==> src/rtl/lfsr_win_monitor.sv <==
// lfsr_win_monitor: counts checked bits and errors per window; requests loss of lock at threshold.
// Revision: 1.0
`default_nettype none

module lfsr_win_monitor #(
    parameter int LOSS_THRESH = 4,
    parameter int LOSS_WINDOW = 32
) (
    input  logic clk,
    input  logic reset,
    input  logic step,
    input  logic err,
    output logic loss_req
);

    localparam int BW = $clog2(LOSS_WINDOW + 1);
    localparam int EW = $clog2(LOSS_THRESH + 1);
    localparam logic [BW-1:0] LAST_BIT = BW'(LOSS_WINDOW - 1);
    localparam logic [EW-1:0] THRESH   = EW'(LOSS_THRESH);

    logic [BW-1:0] win_bits;
    logic [EW-1:0] win_errs;
    logic [EW-1:0] errs_next;

    // Error count including the bit being checked this cycle.
    always_comb begin
        errs_next = win_errs + EW'(err);
        loss_req  = step && (errs_next >= THRESH);
    end

    always_ff @(posedge clk or posedge reset) begin
        if (reset) begin
            win_bits <= '0;
            win_errs <= '0;
        end else if (step) begin
            if (loss_req || (win_bits == LAST_BIT)) begin
                win_bits <= '0;
                win_errs <= '0;
            end else begin
                win_bits <= win_bits + 1'b1;
                win_errs <= errs_next;
            end
        end
    end

endmodule

`default_nettype wire

==> config.mk <==
export PLATFORM = sky130hd
export DESIGN_NAME = lfsr_win_monitor
export DESIGN_NICKNAME = d
export VERILOG_FILES = /design/src/rtl/lfsr_win_monitor.sv
export SDC_FILE = /design/constraint.sdc
export NUM_CORES = 1
export LEC_CHECK = 0
export ABC_CLOCK_PERIOD_IN_PS = 1600
export CAP_MARGIN = 25
export CORE_MARGIN = 1.5
export CORE_UTILIZATION = 30
export DETAILED_ROUTE_END_ITERATION = 8
export DONT_BUFFER_PORTS = 1
export PLACE_DENSITY = 0.45
export SYNTH_ARGS = -nofsm -noshare
export SYNTH_HDL_FRONTEND = slang
export SYNTH_SLANG_ARGS = --single-unit
==> constraint.sdc <==
create_clock -name clk -period 1.6 [get_ports clk]
set_input_delay 0.08 -clock clk [delete_from_list [all_inputs] [get_ports clk]]
set_output_delay 0.08 -clock clk [all_outputs]
set_load 0.01 [all_outputs]
=== Word-level counts from Yosys, hierarchy flattened ===
Index checks and enable logic that the tools add are counted.

* $add $sub $neg: 2
* Magnitude comparators: 1
* Equality and inequality tests: 1
* Multiplexer cells: 2
* Reductions and logical operators: 2

{| class="wikitable"
|+ Operators by type and width
! kind !! number
|-
| 6-bit by 1-bit adder with 6-bit output, second input constant || 1
|-
| 6-bit by 5-bit equality test with 1-bit output, second input constant || 1
|-
| 6-bit 2-to-1 mux || 1
|-
| 3-bit by 1-bit adder with 3-bit output || 1
|-
| 3-bit greater-or-equal comparator, second input constant || 1
|-
| 3-bit 2-to-1 mux || 1
|-
| 1-bit logical AND || 1
|-
| 1-bit logical OR || 1
|}

* Flip-flop bits (word level): 9
* Input bits: 4
* Logic and storage cells: 10

=== Depth between registers and ports, before layout ===
Gate-level depths: netlist (run 1).

* Word-level depth: 5
* Depth in mapped cells: 5

=== Worst setup path after synthesis (run 1) ===
Ideal clock, no wire load.

* Path kind: flip-flop to flip-flop
* From: register win_errs[0]
* To: register win_bits[5]
* Library setup time: 0.104 ns
* Arrival time: 1.476 ns
* Required time: 1.496 ns
* Setup slack: 0.020 ns
* Stages on the path, launching flop included: 6
* Path buffers: 0
* Period minus slack after synthesis: 1.580 ns
* Cells stage by stage: dfrtp_1 > ha_1 > ha_1 > xor2_1 > or4_1 > o311ai_1

* Cells in the longest elaborated chain, start to end: 5

{| class="wikitable"
|+ Ends and longest elaborated chain
! what !! line !! text
|-
| start, declared || 22 || <nowiki>logic [EW-1:0] win_errs;</nowiki>
|-
| start signal, assigned || 41 || <nowiki>win_errs <= errs_next;</nowiki>
|-
| 3-bit by 1-bit adder with 3-bit output || 27 || <nowiki>errs_next = win_errs + EW'(err);</nowiki>
|-
| 3-bit greater-or-equal comparator || 28 || <nowiki>loss_req = step && (errs_next >= THRESH);</nowiki>
|-
| 1-bit logical AND || 28 ||
|-
| 1-bit logical OR || 36 || <nowiki>if (loss_req || (win_bits == LAST_BIT)) begin</nowiki>
|-
| 6-bit 2-to-1 mux || 36 ||
|-
| end signal, assigned || 40 || <nowiki>win_bits <= win_bits + 1'b1;</nowiki>
|-
| end, declared || 21 || <nowiki>logic [BW-1:0] win_bits;</nowiki>
|}

Every way passes these cells.
A chain may end at the register's enable or synchronous reset.

=== Worst setup path in the final report (run 1) ===
Ends and elaborated chain as after synthesis.

==> results of run 1 <==
==> layout by cell type, fill, tap and decap left out <==
master and instances:
o21ai_0 1, nand3_1 2, o311ai_1 1, xor2_4 1, dfrtp_1 9, o2bb2ai_1 1
nor2_1 2, or4b_1 1, buf_4 3, mux2i_1 1, nand2_1 5, o211ai_1 1
or4_1 1, clkbuf_4 3, nor2b_1 2, dlygate4sd3_1 2, and2_4 1, ha_1 1
clkbuf_1 1, inv_1 6, xor2_1 1, or3b_1 1, ha_2 1, nand4_1 1
o22ai_1 4, ha_4 1, buf_6 1, nand2b_1 5
==> area by class of cell <==
type	count	share of cell area (%)
multi-input combinational	35	44.2
clock buffer	4	4.22
tap	16	3.21
timing repair buffer	6	8.63
inverter	6	3.61
sequential	9	36.1
==> worst paths after layout <==
path,cells past startpoint,endpoint,slack [ns]
worst max-delay path,5,win_bits[5],0.02
worst min-delay path,2,win_bits[2],0.03
worst max register to register,5,win_bits[5],0.02
worst min register to register,2,win_errs[0],0.54
max in group asynchronous,2,win_bits[1],1.09
min in group asynchronous,2,win_errs[1],0.23
==> per-stage QoR <==
stage	total power, uW	cells	TNS (ns)	instance area [sq um]	util, %
global placement	644	70	-0.0702	537	35.2
floorplan	554	51	0	490	-
global route	925	76	-0.0404	623	40.9
finish	853	76	0	623	40.9
detailed placement	640	70	-0.262	537	35.2
CTS	860	76	0	619	40.6
==> cell families (layout without fill, tap and decap cells) <==
logic type	after synthesis	in the layout	share of synthesized area, %
xor+xnor	2	2	3.57
fa+ha+maj	3	3	7.65
simple gates	21	21	24.2
compound gates	8	8	11.2
buf+inv	7	16	5.36
flops	9	9	45.9
mux	1	1	2.04
==> repair_timing <==
action | CTS | global route
endpoints found under the setup margin | 7 | 3
gates resized for setup | 6 | 1
hold buffers | 2 | 0
endpoints found under the hold margin | 15 | 0
pin swaps | 2 | 2
setup buffers | 0 | 0
==> where the power goes <==
part / switching [uW] / internal [uW]
registers: 73.0 / 308
logic: 136 / 156
clock network: 84.1 / 96.2
total: 293 / 561
==> critical path, delay by kind of cell, from the launching register on <==
| family | cells | cell delay [ns] |
|---|---|---|
| fa+ha+maj | 2 | 0.36 |
| simple gates | 1 | 0.50 |
| xor+xnor | 1 | 0.16 |
| compound gates | 1 | 0.08 |
| flops | 1 | 0.38 |
==> state kept, by name, indices dropped and copies added, names as in the netlist <==
| signal | cells |
|---|---|
| win_bits | 6 |
| win_errs | 3 |
==> metal layers <==
metal | vias to the layer above | GRT usage, %
met5 | - | 0
met4 | 0 | 5.45
met3 | 2 | 3.75
met2 | 4 | 19.1
met1 | 165 | 13.8
li1 | 194 | -
==> synthesized netlist by cell type, types with 2 or more instances <==
cell type	instances	area share [%]
dfrtp_1	9	46
ha_1	3	7.7
inv_1	6	4.6
nand2_1	5	3.8
nand2b_1	5	6.4
nand3_1	2	2.0
nor2_1	2	1.5
nor2b_1	2	2.6
o22ai_1	4	5.1
xor2_1	2	3.6
==> metrics.cfg, run 1 <==
[placed_design]
place_congestion = 0.732
numPortBuffers = 0
dp_hpwl_microns = 640
place_worst_setup_slack_ns = -0.0579

[clock_tree]
numCtsBuffers = 3
cts_max_level = 1
cts.sinks = 9
clkTransAtPathRegs_ns = 0.07
cts_root_buf = clkbuf_4
cts_tree = built
clockBufferDepth = 2
worstSkewPairLatency_ns = 0.26

[global_routing]
grt_max_degree = 11
grt_pass1_vias = 378
grt_overflow = 0
antenna_found_initial = 0
grt_first_pass_wirelength_microns = 1600
grt_util_all_layers_pct = 11.7

[finish]
num_antenna_cells = 0
regArea_sq_um = 225
fin_nets = 68
drive_gt1_share_pct = 18.3
fillers = 154
multi_input_area_sq_um = 275
syn_to_final_growth_pct = 27.0

[logic_synthesis]
async_flop_share_pct = 100
yosys_register_bits = 9
synth_edf_count = 0
avgSynthCellArea_sq_um = 9.62
synth.distinct_cells = 21
yosysSeqAreaShare_pct = 45.9
yosys_warnings = 0
synth_area_sq_um = 490
synthFlopType = dfrtp_1
netlist_instances = 51
syn_nets = 58

[detailed_routing]
wl_met1_microns = 500
drc = 0
top_layer = met4
detail-route-antenna-nets = 0
wl_per_cell_microns = 12.7
route.met2.wl_microns = 436
route.met3.wl_microns = 21
first_iter_violations = 4
via_per_inst = 4.80
first_pass_iters = 2
vias = 365
routed_wl_microns = 964

[floorplan]
die_x_microns = 43.4
die_h_microns = 43.4
num_rows = 14
ios = 5
core_sq_mm = 0.00152
dieArea_sq_mm = 0.00189
start_util_pct = 32.2

[hold_path]
min-delay-start = step
worstHoldPathType = in -> reg

[critical_path]
critPathArrivalTime_ns = 1.74
crit_fanout = 5
start_kind = register
critPathCaptureType = register
critPathKind = reg -> reg
rr_startpoint = win_errs[0]
slowest_delay_ns = 0.50
startpoint = win_errs[0]
cp_data_required_time_ns = 1.76
crit_chain = ha_2, ha_4, xor2_4, or4_1, o311ai_1
critPathSlowestCell = or4_1

[timing]
setup_ws_ns = 0.0242
rsz0062_at_grt = true
slew_headroom_pct = 72.5
whs_ns = 0.0271
period_share_pct = 98.5
worst_pin_slew_ns = 0.412
hold_viol_final = 0
layout_min_cycle_time_ns = 1.58
clock.fmax_ghz = 0.635
setup_viol = 0
maxSlewViolCount = 0
skew_ns = 0.00742

[power_and_ir_drop]
cellLeakagePower_uw = 0.000287
irDropWorstVdd_uv = 619
power_density_mw_per_mm2 = 1370

[outcome]
status = completed

[flow_run]
maxCapViolCount = 0

(Power assumes the default switching activity.)
==> run 2, diff against run 1 <==
--- a/config.mk
+++ b/config.mk
@@ -12,6 +12,7 @@
 export DETAILED_ROUTE_END_ITERATION = 8
 export DONT_BUFFER_PORTS = 1
 export PLACE_DENSITY = 0.45
+export SETUP_SLACK_MARGIN = 0.1
 export SYNTH_ARGS = -nofsm -noshare
 export SYNTH_HDL_FRONTEND = slang
 export SYNTH_SLANG_ARGS = --single-unit
==> run 2 against run 1 <==
  * Clock power barely moved
  * Non-clock buffer count down 1
  * Via count increased by 8.5%
  * Critical path depth is the same
  * Sequential share of layout area shrank 0.36 points
  * Die area did not move
  * Cell area rose by 1.0%
  * Largest cell class unchanged
  * Global-route usage grew 1.1 points
  * Count of clock-buffer cells in the layout is the same
  * Critical path type unchanged
  * Sequential power increased by 3%
  * Setup slack got worse by 0.020 ns
==> metrics.cfg, run 2 (synthesized netlist as in run 1, its figures left out) <==
[global_routing]
grt_first_pass_wirelength_microns = 1690  ; was 1600 microns
grt_util_all_layers_pct = 12.8  ; was 11.7%
grtUsageMet3_pct = 3.75  ; unchanged
grt_pass1_vias = 409  ; was 378
grt_max_degree = 11  ; unchanged
grt_most_used_layer = met2  ; unchanged
grt_overflow = 0  ; unchanged
grt_util_met2_pct = 21.5  ; was 19.1%
antenna_found_initial = 0  ; unchanged
grt_use_met1_pct = 14.4  ; was 13.8%

[detailed_routing]
first_pass_iters = 2  ; unchanged
first_iter_violations = 5  ; was 4
detail-route-antenna-nets = 0  ; unchanged
routed_wl_microns = 1060  ; was 964 microns
via_per_inst = 5.28  ; was 4.80
wl_per_cell_microns = 14.1  ; was 12.7 microns
vias = 396  ; was 365
drc = 0  ; unchanged

[timing]
layout_min_cycle_time_ns = 1.60  ; was 1.58 ns
setup_viol = 0  ; unchanged
skew_ns = 0.00143  ; was 0.00742 ns
period_share_pct = 99.7  ; was 98.5%
maxSlewViolCount = 0  ; unchanged
rsz0062_at_grt = true  ; unchanged
tns_ns = 0  ; unchanged
clock.fmax_ghz = 0.627  ; was 0.635 GHz
hold_viol_final = 0  ; unchanged
worst_pin_slew_ns = 0.392  ; was 0.412 ns
slew_headroom_pct = 73.9  ; was 72.5%

[clock_tree]
cts.sinks = 9  ; unchanged
clockBufferDepth = 2  ; unchanged
numCtsBuffers = 3  ; unchanged
clkTransAtPathRegs_ns = 0.06  ; was 0.07 ns
worstSkewPairLatency_ns = 0.26  ; about the same
cts_root_buf = clkbuf_4  ; unchanged
cts_max_level = 1  ; unchanged
cts_tree = built  ; unchanged

[finish]
syn_to_final_growth_pct = 28.3  ; was 27.0%
final_common_cell = dfrtp_1  ; unchanged
design_area_sq_um = 629  ; was 623 sq um
top_regs = win_bits (6), win_errs (3)  ; unchanged
fin_nets = 67  ; was 68
drive_gt1_share_pct = 22.0  ; was 18.3%
top_register = win_bits  ; unchanged
fillers = 151  ; was 154
final_cell_mix = dfrtp_1 (9), inv_1 (6), nand2b_1 (5), nand2_1 (5), o22ai_1 (4)  ; unchanged
num_antenna_cells = 0  ; unchanged
largest_reg_flops = 6  ; unchanged

[floorplan]
core_sq_mm = 0.00152  ; unchanged
die_h_microns = 43.4  ; unchanged
start_util_pct = 32.2  ; unchanged
die_x_microns = 43.4  ; unchanged
ios = 5  ; unchanged
num_rows = 14  ; unchanged
dieArea_sq_mm = 0.00189  ; unchanged

[placed_design]
placed_area_sq_um = 547  ; was 537 sq um
place_congestion = 0.680  ; was 0.732
dp_hpwl_microns = 732  ; was 640 microns
numPortBuffers = 0  ; unchanged

[critical_path]
start_kind = register  ; unchanged
cp_data_required_time_ns = 1.77  ; was 1.76 ns
critPathKind = reg -> reg  ; unchanged
crit_fanout = 5  ; unchanged
critPathCaptureType = register  ; unchanged
critPathArrivalTime_ns = 1.76  ; was 1.74 ns
rr_worst_depth = 5  ; unchanged

[hold_path]
whs_path_depth = 2  ; unchanged
worstHoldPathType = in -> reg  ; unchanged

[power_and_ir_drop]
cellLeakagePower_uw = 0.000283  ; was 0.000287 uW
irDropWorstVdd_uv = 496  ; was 619 uV
power_density_mw_per_mm2 = 1360  ; was 1370 mW/mm^2

[flow_run]
maxCapViolCount = 0  ; unchanged

[outcome]
status = completed  ; unchanged

-- run 2: cell count changes in the layout (fill, tap and decap cells not counted) --
cell / delta
buf_4: -1
ha_2: +1
o311ai_2: +1
ha_1: -1
o311ai_1: -1
or4_4: +1
or4_1: -1
-- run 2: cell type report --
class                           count  area [sq um]  area share (%)
Clock buffer                        4          26.3            4.17
Timing Repair Buffer                5          46.3            7.36
Multi-Input combinational cell     35           289            45.9
Sequential cell                     9           225            35.8
Inverter                            6          22.5            3.58
Tap cell                           16          20.0            3.18
-- run 2: final timing paths --
path / startpoint / to / slack, ns
max: win_errs[0] / win_bits[5] / 0.004
min: step / win_bits[0] / 0.01
max reg2reg: win_errs[0] / win_bits[5] / 0.004
min reg2reg: win_errs[0] / win_errs[0] / 0.54
max in group asynchronous: reset / win_bits[2] / 1.11
min in group asynchronous: reset / win_bits[5] / 0.23
-- run 2: timing repair --
action	4_1_cts	5_1_grt
setup buffers	0	1
hold endpoints to repair	15	0
hold buffers	2	0
endpoints found under the setup margin	3	7
pin swaps	0	1
resized for setup	1	4
-- run 2: per-layer routing --
layer,up-vias,share of wire (%)
li1,193,-
met1,198,43
met2,3,54
met3,2,2.2
met4,0,0.38
met5,-,0
-- run 2: per-stage QoR --
step                hold slack [ns]  utilization, %  setup WS, ns  cells  power (uW)
global placement            -0.0543            35.9        0.0703     68         621
CTS                          0.0132            39.1       0.00654     74         845
global route                 0.0324            41.3       -0.0320     75         922
floorplan                   -0.0921               -        0.0889     51         575
detailed placement          -0.0415            35.9        0.0224     68         651
finish                       0.0100            41.3       0.00418     75         858
-- run 2: critical path, cell delays in order (launching register included) --
cell and delay, ns:
dfrtp_1 0.39, ha_2 0.19, ha_4 0.17, xor2_4 0.16, or4_4 0.52, o311ai_2 0.08
-- run 2: report_power, final --
part	total [uW]	internal, uW	switching (uW)
Sequential	393	308	84.2
Clock	178	96.3	81.2
Combinational	287	148	139
==> run 3, diff against run 2 <==
--- a/config.mk
+++ b/config.mk
@@ -5,7 +5,7 @@
 export SDC_FILE = /design/constraint.sdc
 export NUM_CORES = 1
 export LEC_CHECK = 0
-export ABC_CLOCK_PERIOD_IN_PS = 1600
+export ABC_CLOCK_PERIOD_IN_PS = 1300
 export CAP_MARGIN = 25
 export CORE_MARGIN = 1.5
 export CORE_UTILIZATION = 30
==> constraint.sdc (replaced) <==
create_clock -name clk -period 1.3 [get_ports clk]
set_input_delay 0.065 -clock clk [delete_from_list [all_inputs] [get_ports clk]]
set_output_delay 0.065 -clock clk [all_outputs]
set_load 0.01 [all_outputs]
==> run 3 against run 2 <==
  * The flow now finishes with violations (setup timing)
  * Core utilization up 2.5 points
  * Clock power increased by 23%
  * Wire length is 4.4% higher
  * Global-route usage grew 1.8 points
  * Via count grew 1.5%
  * Setup slack worse by 0.29 ns
  * Sequential power up 24%
  * Sequential share of layout area fell by 2.1 points
  * Cell count grew 4.0%
  * Critical path depth unchanged
  * Hold slack hardly changed
  * Critical endpoint unchanged
  * Largest cell class unchanged
==> metrics.cfg, run 3 (synthesized netlist as in run 1, its figures left out) <==
[outcome]
status = finished with violations  ; was completed
violations = setup timing

[critical_path]
crit_fanout = 4  ; was 5
slowest_delay_ns = 0.52  ; about the same
critPathKind = reg -> reg  ; unchanged
critPathCaptureType = register  ; unchanged
critPathArrivalTime_ns = 1.75  ; was 1.76 ns
cp_data_required_time_ns = 1.46  ; was 1.77 ns
start_kind = register  ; unchanged
rrSetupSlack_ns = -0.29  ; was 0.004 ns
crit_chain = ha_2, ha_4, xor2_2, or4_4, o311ai_2  ; was ha_2, ha_4, xor2_4, or4_4, o311ai_2
critPathSlowestCell = or4_4  ; unchanged

[global_routing]
grt_pass1_vias = 465  ; was 409
grt_max_degree = 11  ; unchanged
antenna_found_initial = 0  ; unchanged
grt_util_all_layers_pct = 14.6  ; was 12.8%
grt_overflow = 0  ; unchanged
grt_first_pass_wirelength_microns = 1950  ; was 1690 microns

[finish]
final_common_cell = dfrtp_1  ; unchanged
fin_util_pct = 43.8  ; was 41.3%
syn_to_final_growth_pct = 36.2  ; was 28.3%
largest_reg_flops = 6  ; unchanged
fin_nets = 70  ; was 67
top_regs = win_bits (6), win_errs (3)  ; unchanged
drive_gt1_share_pct = 29.0  ; was 22.0%
design_area_sq_um = 668  ; was 629 sq um
final_cell_mix = dfrtp_1 (9), inv_1 (6), buf_4 (6)  ; was dfrtp_1 (9), inv_1 (6), nand2b_1 (5), nand2_1 (5), o22ai_1 (4)
num_antenna_cells = 0  ; unchanged
fin_cells = 78  ; was 75
top_register = win_bits  ; unchanged

[detailed_routing]
via_per_inst = 5.15  ; was 5.28
routed_wl_microns = 1110  ; was 1060 microns
first_iter_violations = 3  ; was 5
first_pass_iters = 4  ; was 2
drc = 0  ; unchanged
wl_per_cell_microns = 14.2  ; was 14.1 microns
vias = 402  ; was 396
detail-route-antenna-nets = 0  ; unchanged

[clock_tree]
numCtsBuffers = 3  ; unchanged
cts_root_buf = clkbuf_4  ; unchanged
clkTransAtPathRegs_ns = 0.06  ; about the same
cts.sinks = 9  ; unchanged
worstSkewPairLatency_ns = 0.26  ; about the same
cts_tree = built  ; unchanged
cts_max_level = 1  ; unchanged
clockBufferDepth = 2  ; unchanged
post_cts_buffers = 0  ; unchanged

[floorplan]
num_rows = 14  ; unchanged
dieArea_sq_mm = 0.00189  ; unchanged
die_x_microns = 43.4  ; unchanged
die_h_microns = 43.4  ; unchanged
ios = 5  ; unchanged
core_sq_mm = 0.00152  ; unchanged
start_util_pct = 32.2  ; unchanged

[placed_design]
place_worst_setup_slack_ns = -0.282  ; was 0.0224 ns
dp.cells = 72  ; was 68
place_congestion = 0.734  ; was 0.680
dp_hpwl_microns = 777  ; was 732 microns
numPortBuffers = 0  ; unchanged
placed_area_sq_um = 577  ; was 547 sq um

[timing]
worst_pin_slew_ns = 0.364  ; was 0.392 ns
setup_viol = 7  ; was 0
hold_viol_final = 0  ; unchanged
clock.fmax_ghz = 0.629  ; was 0.627 GHz
rsz0062_at_grt = true  ; unchanged
layout_min_cycle_time_ns = 1.59  ; was 1.60 ns
skew_ns = 0.000812  ; was 0.00143 ns
maxSlewViolCount = 0  ; unchanged
slew_headroom_pct = 75.7  ; was 73.9%
period_share_pct = 122  ; was 99.7%
setup_ws_ns = -0.289  ; was 0.00418 ns

[hold_path]
worstHoldPathType = in -> reg  ; unchanged

[power_and_ir_drop]
irDropWorstVdd_uv = 872  ; was 496 uV
cellLeakagePower_uw = 0.000301  ; was 0.000283 uW
power_density_mw_per_mm2 = 1700  ; was 1360 mW/mm^2

[flow_run]
maxCapViolCount = 0  ; unchanged

[run 3: power breakdown]
part / switching [uW] / total (uW) / internal (uW)
clock: 100 / 219 / 118
combinational: 206 / 431 / 225
sequential: 107 / 487 / 379
[run 3: final timing paths]
| check | startpoint | end | cells after the start |
|---|---|---|---|
| worst min-delay path | step | win_bits[3] | 2 |
| max in group asynchronous | reset | win_bits[0] | 2 |
| worst max register to register | win_errs[0] | win_bits[5] | 5 |
| worst min register to register | win_errs[0] | win_errs[0] | 2 |
| worst max-delay path | win_errs[0] | win_bits[5] | 5 |
| min in group asynchronous | reset | win_bits[5] | 2 |
[run 3: what timing repair did]
action / in CTS / in global routing
hold endpoints to repair: 15 / 0
setup endpoints to repair: 9 / 9
hold buffers: 2 / 0
gates cloned: 0 / 0
pin swaps: 4 / 0
resized for setup: 6 / 2
[run 3: area by class of cell]
cell class	instances	area [sq um]
timing repair buffer	8	65.1
inverter	6	22.5
multi-input combinational	35	309
tap	16	20.0
clock buffer	4	26.3
fill	153	856
sequential	9	225
[run 3: stage by stage]
step | hold WS, ns | TNS, ns | total power, uW
detailed placement | -0.0556 | -1.64 | 849
global placement | -0.0684 | -1.26 | 812
finish | 0.0104 | -1.29 | 1140
floorplan | -0.107 | -0.445 | 708
CTS | 0.00695 | -1.39 | 1130
global route | 0.00485 | -1.88 | 1240
[run 3: layer usage]
layer | vias to the layer above | part of all wire [%] | wire length (microns) | global-route usage (%)
met1 | 197 | 42 | 460 | 15.5
li1 | 200 | - | - | -
met2 | 5 | 55 | 603 | 25.7
met5 | - | 0 | 0 | 0
met4 | 0 | 0 | 0 | 7.27
met3 | 0 | 3.8 | 42 | 5.00
[run 3: worst max-delay path: cells and delay by family, from the launching register on]
kind                     cells  cell delay [ns]
AO/OA/AOI/OAI                1             0.09
XOR/XNOR                     1             0.15
AND/OR/NAND/NOR              1             0.52
adder cells (fa/ha/maj)      2             0.35
flip-flops                   1             0.38
